### src/rtl/output_port_allocator_if.sv
// output_port_allocator_if: flit header inputs and grant/status outputs of one output-port allocator
interface output_port_allocator_if #(parameter int CNT_WIDTH = 16);
  logic [1:0] r_adr;
  logic [3:0][3:0] in_ch_hdr_msn;
  logic [3:0] sel;
  logic shift;
  logic busy;
  logic proto_err;
  logic [CNT_WIDTH-1:0] pkt_cnt;
  logic wdog_trip;
  modport master (
    output r_adr, in_ch_hdr_msn,
    input sel, shift, busy, proto_err, pkt_cnt, wdog_trip
  );
  modport slave (
    input r_adr, in_ch_hdr_msn,
    output sel, shift, busy, proto_err, pkt_cnt, wdog_trip
  );
endinterface

### src/rtl/output_port_allocator.sv
// output_port_allocator: round-robin wormhole lock of one output port; ALLOC_WATCHDOG_EN adds an idle-owner stall watchdog
module output_port_allocator #(
  parameter int CNT_WIDTH = 16,
  parameter int WDOG_CYCLES = 64
) (
  input logic clk,
  input logic rst,
  output_port_allocator_if.slave bus
);
  localparam int PORTS = 4;
  localparam logic [0:0] IDLE = 1'b0;
  localparam logic [0:0] LOCKED = 1'b1;
  if (WDOG_CYCLES < 2 || WDOG_CYCLES > 1023) begin : g_bad_wdog
    $error("WDOG_CYCLES must be in 2..1023");
  end
  logic [0:0] state_q, state_d;
  logic [1:0] owner_q, owner_d, rr_q, rr_d, g, ot;
  logic [CNT_WIDTH-1:0] cnt_q, cnt_d;
  logic perr_q, perr_d;
  logic [PORTS-1:0] req;
`ifdef ALLOC_WATCHDOG_EN
  logic [9:0] stall_q, stall_d;
  logic wdog_q, wdog_d;
`endif
  always_comb begin
    for (int i = 0; i < PORTS; i++)
      req[i] = bus.in_ch_hdr_msn[i][3:2] == 2'b01 && bus.in_ch_hdr_msn[i][1:0] == bus.r_adr;
    g = rr_q;
    for (int k = PORTS - 1; k >= 0; k--)
      if (req[rr_q + 2'(k)]) g = rr_q + 2'(k);
    ot = bus.in_ch_hdr_msn[owner_q][3:2];
    state_d = state_q == IDLE ? (|req ? LOCKED : IDLE) : (ot == 2'b11 ? IDLE : LOCKED);
    owner_d = state_q == IDLE && |req ? g : owner_q;
    rr_d = state_q == IDLE && |req ? g + 2'd1 : rr_q;
    cnt_d = state_q == LOCKED && ot == 2'b11 ? cnt_q + 1'b1 : cnt_q;
    perr_d = state_q == LOCKED && ot == 2'b01;
`ifdef ALLOC_WATCHDOG_EN
    stall_d = state_q == LOCKED && ot == 2'b00 ? stall_q + 10'd1 : '0;
    wdog_d = stall_d == 10'(WDOG_CYCLES);
    state_d = wdog_d ? IDLE : state_d;
    stall_d = wdog_d ? '0 : stall_d;
`endif
  end
  always_ff @(posedge clk) begin
    if (rst) begin
      state_q <= IDLE;
      owner_q <= '0;
      rr_q <= '0;
      cnt_q <= '0;
      perr_q <= 1'b0;
`ifdef ALLOC_WATCHDOG_EN
      stall_q <= '0;
      wdog_q <= 1'b0;
`endif
    end else begin
      state_q <= state_d;
      owner_q <= owner_d;
      rr_q <= rr_d;
      cnt_q <= cnt_d;
      perr_q <= perr_d;
`ifdef ALLOC_WATCHDOG_EN
      stall_q <= stall_d;
      wdog_q <= wdog_d;
`endif
    end
  end
  assign bus.sel = rst ? 4'b0000 : state_q == LOCKED ? 4'b0001 << owner_q : |req ? 4'b0001 << g : 4'b0000;
  assign bus.shift = !rst && (state_q == LOCKED ? ot == 2'b01 : |req);
  assign bus.busy = state_q == LOCKED;
  assign bus.proto_err = perr_q;
  assign bus.pkt_cnt = cnt_q;
`ifdef ALLOC_WATCHDOG_EN
  assign bus.wdog_trip = wdog_q;
`else
  assign bus.wdog_trip = 1'b0;
`endif
endmodule

### src/flat_wrapper.sv
// flat-port wrapper written by rule: the top's interface ports become plain ports
module output_port_allocator_flat 
#(
  parameter int CNT_WIDTH = 16,
  parameter int WDOG_CYCLES = 64
)
  (clk, rst, bus_r_adr, bus_in_ch_hdr_msn, bus_sel, bus_shift, bus_busy, bus_proto_err, bus_pkt_cnt, bus_wdog_trip);
  output_port_allocator_if #(.CNT_WIDTH(CNT_WIDTH)) bus_i ();
  input logic clk;
  input logic rst;
  input wire logic [$bits(bus_i.r_adr)-1:0] bus_r_adr;
  input wire logic [$bits(bus_i.in_ch_hdr_msn)-1:0] bus_in_ch_hdr_msn;
  output wire logic [$bits(bus_i.sel)-1:0] bus_sel;
  output wire logic [$bits(bus_i.shift)-1:0] bus_shift;
  output wire logic [$bits(bus_i.busy)-1:0] bus_busy;
  output wire logic [$bits(bus_i.proto_err)-1:0] bus_proto_err;
  output wire logic [$bits(bus_i.pkt_cnt)-1:0] bus_pkt_cnt;
  output wire logic [$bits(bus_i.wdog_trip)-1:0] bus_wdog_trip;
  assign bus_i.r_adr = bus_r_adr;
  assign bus_i.in_ch_hdr_msn = bus_in_ch_hdr_msn;
  assign bus_sel = bus_i.sel;
  assign bus_shift = bus_i.shift;
  assign bus_busy = bus_i.busy;
  assign bus_proto_err = bus_i.proto_err;
  assign bus_pkt_cnt = bus_i.pkt_cnt;
  assign bus_wdog_trip = bus_i.wdog_trip;
  output_port_allocator #(.CNT_WIDTH(CNT_WIDTH), .WDOG_CYCLES(WDOG_CYCLES)) u_core (.clk(clk), .rst(rst), .bus(bus_i));
endmodule
### config.mk
export PLATFORM = sky130hd
export DESIGN_NAME = output_port_allocator_flat
export DESIGN_NICKNAME = d
export VERILOG_FILES = /design/src/rtl/output_port_allocator_if.sv /design/src/rtl/output_port_allocator.sv /design/src/flat_wrapper.sv
export SDC_FILE = /design/constraint.sdc
export NUM_CORES = 1
export LEC_CHECK = 0
export ABC_AREA = 1
export ABC_CLOCK_PERIOD_IN_PS = 3000
export CORE_ASPECT_RATIO = 0.6
export CORE_MARGIN = 2
export CORE_UTILIZATION = 52
export DETAILED_ROUTE_END_ITERATION = 10
export GPL_ROUTABILITY_DRIVEN = 0
export HOLD_SLACK_MARGIN = 0.05
export MAX_ROUTING_LAYER = met4
export PLACE_DENSITY = 0.85
export SKIP_LAST_GASP = 1
export SYNTH_ARGS = -nofsm -noshare
export SYNTH_HDL_FRONTEND = slang
export SYNTH_SLANG_ARGS = --single-unit
### constraint.sdc
create_clock -name clk -period 3 [get_ports clk]
set_input_delay 0.75 -clock clk [delete_from_list [all_inputs] [get_ports clk]]
set_output_delay 0.75 -clock clk [all_outputs]
set_load 0.005 [all_outputs]
; ---- Word level (Yosys, flattened, before mapping)
; Cells that the tools add are included.
; W data, S select, Z words.
[classes]
n_mux = 21
addsub = 5
n_mul = 0
n_bitwise = 1
shifts = 2
order_cmp = 5
n_div = 0
reduce_logical = 10
n_eq_ne = 10
[ops]
columns = cell, n
row1 = $add A16 B1 Y16 const B, 1
row2 = $mux W4, 4
row3 = $lt A2 B3 Y1 const B, 5
row4 = $eq A2 B1 Y1 const B, 5
row5 = $bmux W1 S2, 4
row6 = $bmux W4 S2, 1
row7 = $eq A2 B2 Y1, 4
row8 = $logic_and A1 B1 Y1, 8
row9 = $mux W1, 8
row10 = $mux W2, 4
row11 = $shl A1 B2 Y4 const A, 2
row12 = $add A2 B1 Y2 const B, 2
row13 = $add A2 B2 Y2 const B, 2
row14 = $reduce_or A4 Y1, 1
row15 = $eq A2 B2 Y1 const B, 1
row16 = $logic_not A1 Y1, 1
row17 = $not A1 Y1, 1
[word_totals]
input_bits = 20
mem_count = 0
romBits = 0
output_inout_bits = 24
latchBits = 0
ff_bits = 22
ram_bits = 0
wordCells = 59

; ---- Logic depth before layout (Yosys ltp)
[logic_depth]
word_depth = 12
ltp_mapped = 17
mapped_depth_nobuf = 17

; ---- Worst setup path before layout
; No wires, ideal clock.
[synth_timing]
path_type = input-to-output
from = input bus_in_ch_hdr_msn[11]
to = output bus_sel[2]
t_required_ps = 2250
stages = 13
path_slack_ps = 430
arrival_ps = 1820
path_buffers = 0
cell_sequence = inv_1 nand2_1 a21oi_1 nand3_1 nand2_1 nand2_1 nand2_1 inv_1 o21ai_2 nand3_1 nand2_1 nand3_1 a21oi_1
[synth_between]
elab_chain_cells = 12
word_cells_on_any_way = 19
classes_between = eq/ne: 1 / shift: 1 / mux: 15 / reduce/logical: 2
[synth_rtl]
columns = item, line
row1 = "start, declared", flat_wrapper.sv:12  ; input wire logic [$bits(bus_i.in_ch_hdr_msn)-1:0] bus_in_ch_hdr_msn;
row2 = $eq A2 B1 Y1 *, output_port_allocator.sv:27  ; req[i] = bus.in_ch_hdr_msn[i][3:2] == 2'b01 && bus.in_ch_hdr_msn[i][1:0] == bus.r_adr;
row3 = $logic_and A1 B1 Y1 *, output_port_allocator.sv:27
row4 = $bmux W1 S2, output_port_allocator.sv:30  ; if (req[rr_q + 2'(k)]) g = rr_q + 2'(k);
row5 = $mux W1 (implied by the code), output_port_allocator.sv:30
row6 = $mux W2 (4 in a row), output_port_allocator.sv:30
row7 = $shl A1 B2 Y4, output_port_allocator.sv:67  ; assign bus.sel = rst ? 4'b0000 : state_q == LOCKED ? 4'b0001 << owner_q : |req ? 4'b0001 << g : 4'b0000;
row8 = $mux W4 * (3 in a row), output_port_allocator.sv:67
row9 = "end, declared", flat_wrapper.sv:13  ; output wire logic [$bits(bus_i.sel)-1:0] bus_sel;
; Every way passes the cells marked *; elsewhere a longest branch is shown, timed or not. The select of a mux whose other input is x is not followed.

; ---- Worst setup path in the final report
[layout_timing]
from = input bus_in_ch_hdr_msn[3]
to = output bus_sel[2]
; Same word-level chain as after synthesis.

==> summary.md <==
| Metric | Value |
|---|---|
| Die width | `76.8 um` |
| Row cnt | `15` |
| Post-Syn Nets | `284` |
| Total Power | `0.891 mW` |
| DR pass1 iterations | `7` |
| Reg-to-reg endpoint | `u_core.bus.pkt_cnt[15]` |
| CTS Buffer Depth | `2` |
| Slack of the critical path | `-0.115 ns` |
| Leakage | `1.15 nW` |
| Inst Count DP | `358` |
| Type of the worst min-delay path | `reg2reg` |
| Area contributors post-synth | `dfxtp_1 (27%), nand2_1 (16%), inv_1 (9.1%), nand3_1 (8.8%), a21oi_1 (5.5%)` |
| Layout fillers | `160` |
| Avg Inst Size Synth | `6.28 um^2` |
| Placed cell area | `2220 um^2` |
| Yosys top cell by area | `dfxtp_1` |
| Failing checks | `negative setup slack` |
| Status | `finished with violations` |
| First-pass GRT wire length | `8770 um` |
| Post-synth top flop | `dfxtp_1` |
| Vias in the first global route | `1763` |
| Slew HR | `60.2%` |
| Htree depth | `1` |
| CTS Sinks | `22` |
| # DRC | `0` |
| Crit-path max FO | `7` |
| Period utilization | `104%` |
| Setup CP Type | `in2out` |
| Core Area | `2950 um^2` |
| Area grow syn2layout | `54.8%` |
| R2R cell count | `15` |
| Syn Inst Count | `263` |
| GRT Resource Usage Total | `32.9%` |
| CTS buffer count | `3` |
| Avg WL per Cell | `18.3 um` |
| CTS Root Cell | `clkbuf_8` |
| Final Cell Area | `2560 um^2` |
| Vias per inst | `6.01` |
| Total Wirelength | `6740 um` |
| Hold depth | `1` |
| Hold slack final | `0.507 ns` |
| Initial DRC Count | `387` |
| Fin util | `86.8%` |
| FMAX | `0.321 GHz` |
| Die ar. | `3660 um^2` |
| Post-CTS Hold Buffers | `0` |
| Peak VDD IR | `0.000330 V` |
| Arrival time at the worst endpoint | `2.36 ns` |
| Port-buffer cells | `42` |
| Max Cap Viol | `0` |
| Hold Startpoint | `u_core.bus.pkt_cnt[15]` |
| Least-Margin Pin Slew | `0.592 ns` |
| Final setup fails | `4` |
| RSZ-0062 raised after global routing | `yes` |
| Post-synth ARST share | `0%` |
| Die Ht | `47.7 um` |
| Clock Pin Slew Worst Setup and Hold Paths | `0.08 ns` |
| Min-Delay Endpoint | `u_core.bus.pkt_cnt[15]` |
| Final #Nets | `350` |
| Pwr/cell area | `348 nW/um^2` |
| Top-Level Pins | `44` |
| Sequential fraction of the synthesis area | `26.7%` |
| Initial antenna violation count | `0` |
| Yosys top cell area share | `26.7%` |
| Post-Synthesis Cell Area | `1650 um^2` |
| Fraction of layout instances using a drive strength above 1 | `44.3%` |
| FF-to-FF Start | `u_core.owner_q[0]` |
| Max-slew violations | `0` |
| Largest net degree at the start of global routing | `16` |
| R2r setup slk | `0.77 ns` |
| Final Hold Fails | `0` |
| Total gr overflow | `0` |
| Post-synth cell types | `42` |
| Synthesized flop and latch total | `22` |
| Fin crit period | `3.11 ns` |
| HPWL Detailed | `3760 um` |
| Initial core utilization | `56.1%` |
| Vias | `2216` |
| ANT cells | `0` |
| CTS tree | `yes` |
| Critical Path RT | `2.25 ns` |
| Finished Layout Cells | `369` |
| Startpoint Class | `input port` |
| Clock Skews | `0.00390 ns` |
| Clock Latency Late Sink | `0.26 ns` |
| Post-synth EDFFs | `0` |
| Final ANT Viol Nets | `0` |
| CP endpoint kind | `output port` |
| Ys Warns | `0` |
==> critical path: stages <==
cell and delay (ns):
buf_2 0.12, inv_2 0.05, nand2_2 0.07, a21oi_4 0.20, buf_4 0.16, nand2_1 0.06
nand4_1 0.12, inv_1 0.09, nor2_4 0.14, buf_4 0.20, nand3_4 0.11, a21oi_2 0.16
buf_2 0.13
==> metrics by stage <==
| step | TNS [ns] | setup slack (ns) |
|---|---|---|
| floorplan | 0 | 0.430 |
| global placement | -4.33 | -0.932 |
| detailed placement | -4.59 | -0.985 |
| CTS | 0 | 0.00241 |
| global route | -0.485 | -0.161 |
| finish | -0.298 | -0.115 |
==> where the power goes <==
group          switching [mW]  internal (mW)  total, mW
clock                  0.0919         0.0897      0.182
sequential             0.0235          0.304      0.327
combinational           0.233          0.149      0.382
total                   0.348          0.542      0.891
==> what timing repair did <==
action                                 4_1_cts  5_1_grt
pin swaps                                   41       34
setup endpoints to repair                    5        5
resized for setup                          114       69
endpoints found under the hold margin        0        0
buffers inserted                             5        3
gates cloned                                 0        0
==> layer usage <==
metal  vias to the layer above  GRT usage (%)  wire length, um  part of all wire, %
met2                       208           54.2             2780                   41
li1                        975              -                -                    -
met1                       987           44.1             2720                   40
met5                         -              -                0                    0
met3                        46           5.47              915                   14
met4                         0           6.18              331                  4.9
==> registers in the layout, indices dropped and copies added, names as in the netlist <==
| signal | count |
|---|---|
| u_core.bus.pkt_cnt | 16 |
| u_core.owner_q | 2 |
| u_core.rr_q | 2 |
| u_core.bus.busy | 1 |
| u_core.bus.proto_err | 1 |
==> kinds of logic (layout without fill, tap and decap cells) <==
family | Yosys count | count (layout) | synth area share, %
simple gates | 149 | 149 | 45.2
buf+inv | 52 | 116 | 12.9
compound gates | 36 | 36 | 13.3
flops | 22 | 22 | 26.7
xor+xnor | 2 | 2 | 1.06
fa+ha+maj | 1 | 1 | 0.757
other cells | 1 | 1 | 0.227
==> layout by cell type (no fill, tap or decap), types with 11 or more instances in the layout <==
| master | count |
|---|---|
| nor2_1 | 13 |
| nand3_2 | 15 |
| inv_1 | 30 |
| buf_4 | 26 |
| dfxtp_1 | 22 |
| nand2_1 | 42 |
| nand3_1 | 15 |
| clkdlybuf4s50_1 | 19 |
| nor2_4 | 11 |
| nand2_2 | 28 |
==> cell type report <==
type / instances / area, um^2 / share of cell area (%)
Multi-Input combinational cell: 189 / 1290 / 50.3
Timing Repair Buffer: 68 / 544 / 21.3
Sequential cell: 22 / 440 / 17.2
Inverter: 45 / 191 / 7.49
Tap cell: 42 / 52.6 / 2.06
Clock buffer: 3 / 41.3 / 1.62
==> synthesized netlist by cell type, types with 2 or more instances <==
| library cell | count |
|---|---|
| a21oi_1 | 18 |
| clkbuf_1 | 4 |
| dfxtp_1 | 22 |
| inv_1 | 40 |
| inv_2 | 3 |
| nand2_1 | 70 |
| nand2_2 | 2 |
| nand2_4 | 2 |
| nand3_1 | 29 |
| nand3_2 | 2 |
| nor2_1 | 21 |
| nor2_2 | 2 |
| nor2_4 | 2 |
| nor3_1 | 6 |
| nor3_2 | 2 |
| nor3b_1 | 2 |
| nor4_1 | 2 |
| nor4_2 | 2 |
| o211ai_1 | 3 |
| o21ai_0 | 3 |
| o21ai_1 | 4 |
| o21bai_1 | 2 |
==> worst max-delay path by stage <==
| stage | from | endpoint | slack, ns | depth (start not counted) |
|---|---|---|---|---|
| finish | bus_in_ch_hdr_msn[3] | bus_sel[2] | -0.11 | 13 |
| global route | bus_in_ch_hdr_msn[3] | bus_sel[2] | -0.16 | 15 |
| CTS | bus_in_ch_hdr_msn[14] | bus_sel[2] | 0.002 | 14 |
| detailed placement | bus_r_adr[0] | bus_sel[2] | -0.98 | 16 |
| global placement | bus_r_adr[0] | bus_sel[2] | -0.93 | 16 |
| floorplan | bus_in_ch_hdr_msn[11] | bus_sel[2] | 0.43 | 13 |
(Power assumes the default switching activity.)
